**src/rtl/dm_axi_master_if.sv**
```systemverilog
// AXI4 channel bundle between the MEM-stage master and its memory slave.
// Single-beat only; ID fields carried for protocol completeness.
interface dm_axi_master_if #(
  parameter int ID_W = 4
);
  logic [ID_W-1:0] AWID;
  logic [31:0]     AWADDR;
  logic [7:0]      AWLEN;
  logic [2:0]      AWSIZE;
  logic [1:0]      AWBURST;
  logic            AWVALID;
  logic            AWREADY;

  logic [31:0]     WDATA;
  logic [3:0]      WSTRB;
  logic            WLAST;
  logic            WVALID;
  logic            WREADY;

  logic [ID_W-1:0] BID;
  logic [1:0]      BRESP;
  logic            BVALID;
  logic            BREADY;

  logic [ID_W-1:0] ARID;
  logic [31:0]     ARADDR;
  logic [7:0]      ARLEN;
  logic [2:0]      ARSIZE;
  logic [1:0]      ARBURST;
  logic            ARVALID;
  logic            ARREADY;

  logic [ID_W-1:0] RID;
  logic [31:0]     RDATA;
  logic [1:0]      RRESP;
  logic            RLAST;
  logic            RVALID;
  logic            RREADY;

  modport master (
    output AWID, AWADDR, AWLEN, AWSIZE, AWBURST, AWVALID, input AWREADY,
    output WDATA, WSTRB, WLAST, WVALID, input WREADY,
    input  BID, BRESP, BVALID, output BREADY,
    output ARID, ARADDR, ARLEN, ARSIZE, ARBURST, ARVALID, input ARREADY,
    input  RID, RDATA, RRESP, RLAST, RVALID, output RREADY
  );

  modport slave (
    input  AWID, AWADDR, AWLEN, AWSIZE, AWBURST, AWVALID, output AWREADY,
    input  WDATA, WSTRB, WLAST, WVALID, output WREADY,
    output BID, BRESP, BVALID, input BREADY,
    input  ARID, ARADDR, ARLEN, ARSIZE, ARBURST, ARVALID, output ARREADY,
    output RID, RDATA, RRESP, RLAST, RVALID, input RREADY
  );
endinterface

```
**src/rtl/dm_axi_master.sv**
```systemverilog
// MEM-stage AXI4 master: turns load/store requests into single-beat AXI
// transactions, one outstanding, with completion status held until advance_i.
//
// state        | meaning
// IDLE         | no transaction; accept request, clear status on advance_i
// RD_ADDR      | ARVALID high, waiting for ARREADY
// RD_DATA      | RREADY high, waiting for RVALID && RLAST
// WR_ADDR_DATA | AWVALID/WVALID high until each handshakes
// WR_RESP      | BREADY high, waiting for BVALID
module dm_axi_master #(
  parameter int              ID_W   = 4,
  parameter logic [ID_W-1:0] MST_ID = 4'd1
) (
  input  logic                   ACLK,
  input  logic                   ARESETn,
  input  logic                   mem_read_i,
  input  logic                   mem_write_i,
  input  logic [31:0]            mem_addr_i,
  input  logic [31:0]            mem_wdata_i,
  input  logic [3:0]             mem_web_i,
  input  logic                   advance_i,
  dm_axi_master_if.master        axi,
  output logic                   rvalid_o,
  output logic [31:0]            raddr_o,
  output logic [31:0]            rdata_o,
  output logic                   wvalid_o,
  output logic [31:0]            waddr_o,
  output logic [31:0]            wdata_o,
  output logic [3:0]             web_o,
  output logic                   err_o
);

  typedef enum logic [2:0] {IDLE, RD_ADDR, RD_DATA, WR_ADDR_DATA, WR_RESP} state_t;

  state_t      state_q, state_d;
  logic [31:0] req_addr_q, req_addr_d;
  logic [31:0] req_wdata_q, req_wdata_d;
  logic [3:0]  req_web_q, req_web_d;
  logic        aw_done_q, aw_done_d;
  logic        w_done_q, w_done_d;
  logic        rvalid_q, rvalid_d;
  logic [31:0] raddr_q, raddr_d;
  logic [31:0] rdata_q, rdata_d;
  logic        wvalid_q, wvalid_d;
  logic [31:0] waddr_q, waddr_d;
  logic [31:0] wdata_q, wdata_d;
  logic [3:0]  web_q, web_d;
  logic        err_q, err_d;

  logic rd_done, wr_done;
  logic unused_ids;

  // A held request that already completed must not be re-issued.
  assign rd_done = rvalid_q && (raddr_q == mem_addr_i);
  assign wr_done = wvalid_q && (waddr_q == mem_addr_i) &&
                   (wdata_q == mem_wdata_i) && (web_q == mem_web_i);

  assign unused_ids = ^{axi.BID, axi.RID};

  assign axi.AWID    = MST_ID;
  assign axi.AWADDR  = req_addr_q;
  assign axi.AWLEN   = 8'd0;
  assign axi.AWSIZE  = 3'b010;
  assign axi.AWBURST = 2'b01;
  assign axi.AWVALID = (state_q == WR_ADDR_DATA) && !aw_done_q;
  assign axi.WDATA   = req_wdata_q;
  assign axi.WSTRB   = ~req_web_q;
  assign axi.WLAST   = 1'b1;
  assign axi.WVALID  = (state_q == WR_ADDR_DATA) && !w_done_q;
  assign axi.BREADY  = (state_q == WR_RESP);
  assign axi.ARID    = MST_ID;
  assign axi.ARADDR  = req_addr_q;
  assign axi.ARLEN   = 8'd0;
  assign axi.ARSIZE  = 3'b010;
  assign axi.ARBURST = 2'b01;
  assign axi.ARVALID = (state_q == RD_ADDR);
  assign axi.RREADY  = (state_q == RD_DATA);

  always_comb begin
    state_d     = state_q;
    req_addr_d  = req_addr_q;
    req_wdata_d = req_wdata_q;
    req_web_d   = req_web_q;
    aw_done_d   = aw_done_q;
    w_done_d    = w_done_q;
    rvalid_d    = rvalid_q;
    raddr_d     = raddr_q;
    rdata_d     = rdata_q;
    wvalid_d    = wvalid_q;
    waddr_d     = waddr_q;
    wdata_d     = wdata_q;
    web_d       = web_q;
    err_d       = err_q;
    unique case (state_q)
      IDLE: begin
        if (advance_i) begin
          rvalid_d = 1'b0;
          wvalid_d = 1'b0;
        end
        if (mem_write_i && !wr_done) begin
          req_addr_d  = mem_addr_i;
          req_wdata_d = mem_wdata_i;
          req_web_d   = mem_web_i;
          aw_done_d   = 1'b0;
          w_done_d    = 1'b0;
          state_d     = WR_ADDR_DATA;
        end else if (mem_read_i && !rd_done) begin
          req_addr_d = mem_addr_i;
          state_d    = RD_ADDR;
        end
      end
      WR_ADDR_DATA: begin
        aw_done_d = aw_done_q || (axi.AWVALID && axi.AWREADY);
        w_done_d  = w_done_q  || (axi.WVALID && axi.WREADY);
        if (aw_done_d && w_done_d) state_d = WR_RESP;
      end
      WR_RESP: begin
        if (axi.BVALID) begin
          waddr_d  = req_addr_q;
          wdata_d  = req_wdata_q;
          web_d    = req_web_q;
          wvalid_d = 1'b1;
          err_d    = err_q || (axi.BRESP != 2'b00);
          state_d  = IDLE;
        end
      end
      RD_ADDR: begin
        if (axi.ARREADY) state_d = RD_DATA;
      end
      RD_DATA: begin
        if (axi.RVALID && axi.RLAST) begin
          rdata_d  = axi.RDATA;
          raddr_d  = req_addr_q;
          rvalid_d = 1'b1;
          err_d    = err_q || (axi.RRESP != 2'b00);
          state_d  = IDLE;
        end
      end
      default: state_d = IDLE;
    endcase
  end

  always_ff @(posedge ACLK or negedge ARESETn) begin
    if (!ARESETn) begin
      state_q     <= IDLE;
      req_addr_q  <= '0;
      req_wdata_q <= '0;
      req_web_q   <= '0;
      aw_done_q   <= 1'b0;
      w_done_q    <= 1'b0;
      rvalid_q    <= 1'b0;
      raddr_q     <= '0;
      rdata_q     <= '0;
      wvalid_q    <= 1'b0;
      waddr_q     <= '0;
      wdata_q     <= '0;
      web_q       <= '0;
      err_q       <= 1'b0;
    end else begin
      state_q     <= state_d;
      req_addr_q  <= req_addr_d;
      req_wdata_q <= req_wdata_d;
      req_web_q   <= req_web_d;
      aw_done_q   <= aw_done_d;
      w_done_q    <= w_done_d;
      rvalid_q    <= rvalid_d;
      raddr_q     <= raddr_d;
      rdata_q     <= rdata_d;
      wvalid_q    <= wvalid_d;
      waddr_q     <= waddr_d;
      wdata_q     <= wdata_d;
      web_q       <= web_d;
      err_q       <= err_d;
    end
  end

  assign rvalid_o = rvalid_q;
  assign raddr_o  = raddr_q;
  assign rdata_o  = rdata_q;
  assign wvalid_o = wvalid_q;
  assign waddr_o  = waddr_q;
  assign wdata_o  = wdata_q;
  assign web_o    = web_q;
  assign err_o    = err_q;

endmodule

```
**src/flat_wrapper.sv**
```systemverilog
// flat-port wrapper written by rule: the top's interface ports become plain ports
module dm_axi_master_flat 
#(
  parameter int              ID_W   = 4,
  parameter logic [ID_W-1:0] MST_ID = 4'd1
)
  (ACLK, ARESETn, mem_read_i, mem_write_i, mem_addr_i, mem_wdata_i, mem_web_i, advance_i, rvalid_o, raddr_o, rdata_o, wvalid_o, waddr_o, wdata_o, web_o, err_o, axi_AWID, axi_AWADDR, axi_AWLEN, axi_AWSIZE, axi_AWBURST, axi_AWVALID, axi_AWREADY, axi_WDATA, axi_WSTRB, axi_WLAST, axi_WVALID, axi_WREADY, axi_BID, axi_BRESP, axi_BVALID, axi_BREADY, axi_ARID, axi_ARADDR, axi_ARLEN, axi_ARSIZE, axi_ARBURST, axi_ARVALID, axi_ARREADY, axi_RID, axi_RDATA, axi_RRESP, axi_RLAST, axi_RVALID, axi_RREADY);
  dm_axi_master_if #(.ID_W(ID_W)) axi_i ();
  input  logic ACLK;
  input  logic ARESETn;
  input  logic mem_read_i;
  input  logic mem_write_i;
  input  logic [31:0] mem_addr_i;
  input  logic [31:0] mem_wdata_i;
  input  logic [3:0] mem_web_i;
  input  logic advance_i;
  output logic rvalid_o;
  output logic [31:0] raddr_o;
  output logic [31:0] rdata_o;
  output logic wvalid_o;
  output logic [31:0] waddr_o;
  output logic [31:0] wdata_o;
  output logic [3:0] web_o;
  output logic err_o;
  output wire logic [$bits(axi_i.AWID)-1:0] axi_AWID;
  output wire logic [$bits(axi_i.AWADDR)-1:0] axi_AWADDR;
  output wire logic [$bits(axi_i.AWLEN)-1:0] axi_AWLEN;
  output wire logic [$bits(axi_i.AWSIZE)-1:0] axi_AWSIZE;
  output wire logic [$bits(axi_i.AWBURST)-1:0] axi_AWBURST;
  output wire logic [$bits(axi_i.AWVALID)-1:0] axi_AWVALID;
  input wire logic [$bits(axi_i.AWREADY)-1:0] axi_AWREADY;
  output wire logic [$bits(axi_i.WDATA)-1:0] axi_WDATA;
  output wire logic [$bits(axi_i.WSTRB)-1:0] axi_WSTRB;
  output wire logic [$bits(axi_i.WLAST)-1:0] axi_WLAST;
  output wire logic [$bits(axi_i.WVALID)-1:0] axi_WVALID;
  input wire logic [$bits(axi_i.WREADY)-1:0] axi_WREADY;
  input wire logic [$bits(axi_i.BID)-1:0] axi_BID;
  input wire logic [$bits(axi_i.BRESP)-1:0] axi_BRESP;
  input wire logic [$bits(axi_i.BVALID)-1:0] axi_BVALID;
  output wire logic [$bits(axi_i.BREADY)-1:0] axi_BREADY;
  output wire logic [$bits(axi_i.ARID)-1:0] axi_ARID;
  output wire logic [$bits(axi_i.ARADDR)-1:0] axi_ARADDR;
  output wire logic [$bits(axi_i.ARLEN)-1:0] axi_ARLEN;
  output wire logic [$bits(axi_i.ARSIZE)-1:0] axi_ARSIZE;
  output wire logic [$bits(axi_i.ARBURST)-1:0] axi_ARBURST;
  output wire logic [$bits(axi_i.ARVALID)-1:0] axi_ARVALID;
  input wire logic [$bits(axi_i.ARREADY)-1:0] axi_ARREADY;
  input wire logic [$bits(axi_i.RID)-1:0] axi_RID;
  input wire logic [$bits(axi_i.RDATA)-1:0] axi_RDATA;
  input wire logic [$bits(axi_i.RRESP)-1:0] axi_RRESP;
  input wire logic [$bits(axi_i.RLAST)-1:0] axi_RLAST;
  input wire logic [$bits(axi_i.RVALID)-1:0] axi_RVALID;
  output wire logic [$bits(axi_i.RREADY)-1:0] axi_RREADY;
  assign axi_AWID = axi_i.AWID;
  assign axi_AWADDR = axi_i.AWADDR;
  assign axi_AWLEN = axi_i.AWLEN;
  assign axi_AWSIZE = axi_i.AWSIZE;
  assign axi_AWBURST = axi_i.AWBURST;
  assign axi_AWVALID = axi_i.AWVALID;
  assign axi_i.AWREADY = axi_AWREADY;
  assign axi_WDATA = axi_i.WDATA;
  assign axi_WSTRB = axi_i.WSTRB;
  assign axi_WLAST = axi_i.WLAST;
  assign axi_WVALID = axi_i.WVALID;
  assign axi_i.WREADY = axi_WREADY;
  assign axi_i.BID = axi_BID;
  assign axi_i.BRESP = axi_BRESP;
  assign axi_i.BVALID = axi_BVALID;
  assign axi_BREADY = axi_i.BREADY;
  assign axi_ARID = axi_i.ARID;
  assign axi_ARADDR = axi_i.ARADDR;
  assign axi_ARLEN = axi_i.ARLEN;
  assign axi_ARSIZE = axi_i.ARSIZE;
  assign axi_ARBURST = axi_i.ARBURST;
  assign axi_ARVALID = axi_i.ARVALID;
  assign axi_i.ARREADY = axi_ARREADY;
  assign axi_i.RID = axi_RID;
  assign axi_i.RDATA = axi_RDATA;
  assign axi_i.RRESP = axi_RRESP;
  assign axi_i.RLAST = axi_RLAST;
  assign axi_i.RVALID = axi_RVALID;
  assign axi_RREADY = axi_i.RREADY;
  dm_axi_master #(.ID_W(ID_W), .MST_ID(MST_ID)) u_core (.ACLK(ACLK), .ARESETn(ARESETn), .mem_read_i(mem_read_i), .mem_write_i(mem_write_i), .mem_addr_i(mem_addr_i), .mem_wdata_i(mem_wdata_i), .mem_web_i(mem_web_i), .advance_i(advance_i), .axi(axi_i), .rvalid_o(rvalid_o), .raddr_o(raddr_o), .rdata_o(rdata_o), .wvalid_o(wvalid_o), .waddr_o(waddr_o), .wdata_o(wdata_o), .web_o(web_o), .err_o(err_o));
endmodule
```
**config.mk**
```make
export PLATFORM = sky130hd
export DESIGN_NAME = dm_axi_master_flat
export DESIGN_NICKNAME = d
export VERILOG_FILES = /design/src/rtl/dm_axi_master_if.sv /design/src/rtl/dm_axi_master.sv /design/src/flat_wrapper.sv
export SDC_FILE = /design/constraint.sdc
export NUM_CORES = 1
export LEC_CHECK = 0
export ABC_CLOCK_PERIOD_IN_PS = 2800
export BUFFER_PORTS_ARGS = -buffer_cell sky130_fd_sc_hd__buf_2
export CELL_PAD_IN_SITES_DETAIL_PLACEMENT = 0
export CELL_PAD_IN_SITES_GLOBAL_PLACEMENT = 1
export CORE_MARGIN = 2
export CORE_UTILIZATION = 38
export DETAILED_ROUTE_END_ITERATION = 10
export GPL_ROUTABILITY_DRIVEN = 0
export GPL_TIMING_DRIVEN = 0
export MAX_ROUTING_LAYER = met4
export PLACE_DENSITY = 0.8
export REMOVE_ABC_BUFFERS = 1
export SETUP_SLACK_MARGIN = 0.05
export SLEW_MARGIN = 20
export SYNTH_ARGS = -nofsm -noshare
export SYNTH_HDL_FRONTEND = slang
export SYNTH_SLANG_ARGS = --single-unit
```
**constraint.sdc**
```tcl
create_clock -name ACLK -period 2.8 [get_ports ACLK]
set_input_delay 0.14 -clock ACLK [delete_from_list [all_inputs] [get_ports ACLK]]
set_output_delay 0.14 -clock ACLK [all_outputs]
set_load 0.02 [all_outputs]
```
### After elaboration in Yosys (flattened, before gate mapping)

Cells that the tools add are included.

* bits in registers: 208
* latch bits: 0
* bits in writable memories: 0
* ROM bits: 0
* input port bits: 123
* output and inout bits: 275
* logic and storage cells: 87
* memories kept: 0

* add/subtract/negate cells: 0
* $mul: 0
* divide/modulo/power cells: 0
* $lt $le $gt $ge: 0
* equality and inequality tests: 15
* shift operators: 0
* muxes and demuxes: 20
* bitwise gates (word level): 1
* reduce and logical (&&, ||, !) cells: 37

Operator list (number)
* $eq A32 B32 Y1: 3
* $mux W32: 2
* $mux W3: 6
* $pmux W3 S5: 1
* $reduce_bool A2 Y1: 7
* $logic_and A1 B1 Y1: 12
* $pmux W1 S2: 5
* $reduce_and A2 Y1: 5
* $reduce_and A3 Y1: 3
* $eq A3 B2 Y1 const B: 2
* $mux W1: 6
* $ne A2 B1 Y1 const B: 3
* $ne A2 B2 Y1 const B: 3
* $reduce_and A5 Y1: 1
* $eq A4 B4 Y1: 1
* $logic_not A1 Y1: 4
* $logic_or A1 B1 Y1: 4
* $not A4 Y4: 1
* $eq A3 B1 Y1 const B: 1
* $eq A3 B3 Y1 const B: 1
* $logic_not A3 Y1: 1
* $ne A3 B1 Y1 const B: 1

### Logic depth before layout (Yosys ltp)

* depth in word-level cells: 8
* mapped depth: 9
* mapped depth without buffers: 7

### Worst setup path after synthesis

Ideal clock, no wire load.

* path type: reg-to-reg
* start point: reg u_core.wdata_q[8], in the netlist u_core.wdata_o[8]
* end point: reg u_core.req_addr_q[10], in the netlist u_core.axi.ARADDR[10]
* arrival time: 2.578 ns
* required time: 2.675 ns
* path slack: 0.097 ns
* stages on the path, launching flop included: 10
* cell sequence: dfrtp_1 -> xor2_1 -> a221o_1 -> a2111oi_2 -> nand4_1 -> or4_1 -> buf_2 -> a31oi_4 -> buf_6 -> mux2_4

* word-level cells in the longest chain between the ends: 7
* elaborated cells between the ends (all ways): 8

Ends and longest elaborated chain
* from (decl): RTL line dm_axi_master.sv:46 `logic [31:0] wdata_q, wdata_d;`
* from (signal assigned): RTL line dm_axi_master.sv:171 `wdata_q <= wdata_d;`
* $eq A32 B32 Y1 (*): RTL line dm_axi_master.sv:56 `(wdata_q == mem_wdata_i) && (web_q == mem_web_i);`
* $logic_and A1 B1 Y1 (*): RTL line dm_axi_master.sv:55 `assign wr_done = wvalid_q && (waddr_q == mem_addr_i) &&`
* $logic_and A1 B1 Y1 (*): RTL line dm_axi_master.sv:56
* $logic_not A1 Y1 (*): RTL line dm_axi_master.sv:100 `if (mem_write_i && !wr_done) begin`
* $logic_and A1 B1 Y1 (*): RTL line dm_axi_master.sv:100
* $reduce_bool A2 Y1 (no source line)
* $reduce_and A2 Y1 (no source line)
* to (signal assigned): RTL line dm_axi_master.sv:161 `req_addr_q <= req_addr_d;`
* to (decl): RTL line dm_axi_master.sv:36 `logic [31:0] req_addr_q, req_addr_d;`

Every way passes the cells marked *; elsewhere a longest branch is shown, timed or not.
A chain may end at the register's enable or synchronous reset.

### Final worst setup path

* start point: reg u_core.wdata_q[9], in the netlist u_core.wdata_o[9]
* end point: reg u_core.req_addr_q[23], in the netlist u_core.axi.ARADDR[23]

The elaborated chain is that of the path after synthesis.

==> results by group <==
Outcome
  – Status: complete, but fails checks
  – Failing checks: setup timing

Global route
  – Initial antenna violation count: 0
  – Global-route wire length before repair: 42000 um
  – Vias in the first global route: 7169
  – Largest net degree at the start of global routing: 95
  – GR Overflow Total: 0
  – GRT Total Usage: 21.1%

Yosys
  – Yosys cell types: 40
  – Top cell type's share of synthesized area: 54.2%
  – Synthesis Warnings: 0
  – Top post-synthesis cells by area: dfrtp_1 (54%), mux2_2 (19%), buf_4 (5.5%), xor2_1 (4.8%), mux2_4 (4.5%)
  – Mapped Cells: 716
  – Top FF cell, synth: dfrtp_1
  – Post-synthesis adder-cell area fraction: 0%
  – Largest family of logic cells by synthesized area: multiplexers
  – Register area share after synthesis: 54.2%
  – Post-synthesis register bit count: 208
  – Post-synth EDFFs: 0
  – Top-count cell post-synth: dfrtp_1
  – Synth Area per Inst: 13.4 um2
  – Async SR Flop Fraction: 100%
  – Xor/xnor cell area share of the yosys netlist: 7.38%
  – Mapped Area: 0.00961 mm2
  – Post-synthesis mux area share: 23.5%
  – Compound-Gate Fraction of Synth Area: 3.33%
  – Cell taking the most area after synthesis: dfrtp_1
  – Commonest cells post-synth: dfrtp_1 (208), mux2_2 (162), buf_4 (70)
  – Post-synthesis simple-gate area fraction: 4.00%

Placement
  – Dpl ws: -0.790 ns
  – Post-DP HPWL: 19500 um
  – PortBufs: 354

Die
  – FP Rows: 58
  – Die Y: 163 um
  – Die footprint: 0.0266 mm2
  – Core area: 0.0250 mm2
  – I/O pin count: 398
  – Die Span X: 163 um
  – Starting density of the core: 38.4%

Drt
  – Number of remaining DRC errors: 0
  – Met1 wire length: 12200 um
  – Detailed Route WL: 28300 um
  – WL met2: 14400 um
  – Routed length per instance: 18.6 um
  – Number of antenna-violating nets in the routed design: 0
  – Max layer used: met4
  – Vias/cell: 4.73
  – Starting DRT DRC Count: 320
  – Routed met3 length: 1280 um
  – Initial DRT Pass Iterations: 4
  – DR vias: 7174

Finish
  – Fill cell count: 2133
  – Antenna diodes: 0
  – Footprint of the multi-input gates: 0.00395 mm2
  – Layout cells sized above 1: 52.6%
  – FF/Latch Area: 0.00520 mm2
  – Area delta synth->final: 43.0%
  – Nets@finish: 1294

STA
  – Worst-Margin Slew: 0.815 ns
  – Rel. slew slack: 45.4%
  – Fmax: 356 MHz
  – Worst Slack Setup Final: -0.00963 ns
  – Max Transition Viols Final: 0
  – Setup Skew: 0.0121 ns
  – RSZ-0062 raised after global routing: yes
  – Minimum clock period: 2.81 ns
  – Setup TNS: -0.0110 ns
  – Setup-failing EPs final: 2
  – Fin. Hold Viols: 0
  – Fin crit share: 100%

Job
  – Max-Cap Viols: 0

Worst setup path
  – Worst R2R Start: u_core.wdata_o[9]
  – R2R Path End: u_core.axi.ARADDR[23]
  – Worst Path Required: 3.19 ns
  – Cells on worst reg2reg path: 9
  – Worst Path Arrival: 3.20 ns
  – Crit Path Class: flop to flop
  – Reg-to-reg setup timing slack: -0.01 ns
  – Crit path max fanout: 7
  – Setup crit start kind: flop
  – Worst Setup End Kind: flop

Min path
  – Hold path start: axi_BRESP[0]
  – Hold Path Depth: 5
  – Hold worst-path end: u_core.err_o
  – Hold Path Class: input pin to flop

Clock network
  – H-tree depth reported by CTS: 1
  – Clk_lat worst skew: 0.52 ns
  – Clk buf depth: 3
  – CTS tree: built
  – Clk root buf: clkbuf_16
  – CTS Buf Count: 24
  – Clk sinks: 208
  – Clk pin slew, worst setup/hold paths: 0.06 ns

Power
  – Leakage: 6.80 nW
  – PwrDens: 1240 mW/mm2
  – Total chip power: 17.0 mW
  – VDD IR max: 0.600 mV
==> metrics by stage <==
step / hold slack, ns / cell area (um2) / instances / utilization, %
4_1_cts: 0.0735 / 13700 / 1515 / 54.6
5_1_grt: 0.159 / 13700 / 1518 / 54.9
2_1_floorplan: -0.156 / 9100 / 657 / -
6_report: 0.0893 / 13700 / 1518 / 54.9
3_3_place_gp: 0.359 / 11300 / 1341 / 45.1
3_5_place_dp: 0.0918 / 11500 / 1348 / 45.9
==> registers in the layout, indices dropped and copies added, names as in the netlist, 3 cells and up <==
name and cells:
u_core.axi.ARADDR 32, u_core.axi.WDATA 32, u_core.raddr_o 32, u_core.rdata_o 32
u_core.req_web_q 4, u_core.state_q 3, u_core.waddr_o 32, u_core.wdata_o 32
u_core.web_o 4
==> logic make-up after synthesis <==
logic type,Yosys count
buf+inv,116
flops,208
xor+xnor,81
other cells,2
mux,191
simple gates,73
compound gates,45
==> where the power goes <==
part / switching [mW] / total (mW) / internal [mW]
clock: 1.25 / 3.22 / 1.97
combinational: 4.48 / 8.01 / 3.53
sequential: 1.30 / 5.75 / 4.45
total: 7.03 / 17.0 / 9.95
==> how the worst max path moves through the flow <==
stage,from,to,slack [ns],depth (start not counted)
2_1_floorplan,u_core.state_q[1],u_core.raddr_o[0],-1.50,3
6_report,u_core.wdata_o[9],u_core.axi.ARADDR[23],-0.01,9
3_3_place_gp,u_core.state_q[1],u_core.rdata_o[20],-3.64,3
5_1_grt,u_core.waddr_o[27],u_core.axi.ARADDR[23],-0.11,9
4_1_cts,u_core.waddr_o[27],u_core.axi.ARADDR[23],-0.03,9
3_5_place_dp,u_core.wdata_o[0],u_core.axi.ARADDR[0],-0.79,8
==> routing by layer <==
layer | GRT usage (%) | vias up
met4 | 4.59 | 0
met2 | 36.2 | 236
met5 | - | -
li1 | - | 3316
met1 | 27.0 | 3594
met3 | 2.56 | 28
==> worst max-delay path, stage by stage (launching register included) <==
cell       delay, ns
dfrtp_1         0.40
nand2b_1        0.18
o2111ai_1       0.17
a2111oi_2       0.36
nand4_1         0.16
or4_4           0.60
a31oi_4         0.18
buf_6           0.18
buf_16          0.15
mux2_4          0.30
==> what timing repair did <==
item                                   CTS  global route
gates cloned                             2             1
setup buffers                           12             2
hold buffers                           110             0
setup endpoints to repair               70            91
pin swaps                               12             3
endpoints found under the hold margin  222             0
resized for setup                       22             4
==> cells in the final DEF, fill, tap and decap left out, types with 7 or more instances in the layout <==
cell | synthesis | routed
xnor2_1 | 28 | 26
xor2_1 | 53 | 53
buf_2 | 1 | 353
mux2_2 | 162 | 158
o22ai_1 | 7 | 7
o21ai_0 | 14 | 14
inv_1 | 24 | 24
nand2_1 | 21 | 21
nor2_1 | 9 | 8
nor4_1 | 16 | 11
nand4_1 | 11 | 11
dlygate4sd3_1 | 0 | 110
dfrtp_1 | 208 | 208
conb_1 | 2 | 35
mux2_4 | 29 | 33
clkbuf_16 | 0 | 26
==> layout make-up <==
cell class | count | share of cell area [%]
clock buffer | 35 | 5.26
timing repair buffer | 487 | 23.8
inverter | 24 | 0.656
sequential | 208 | 37.9
tap | 330 | 3.01
clock inverter | 8 | 0.674
multi-input combinational | 426 | 28.7
Note: power is estimated with default switching activity, not from simulation.
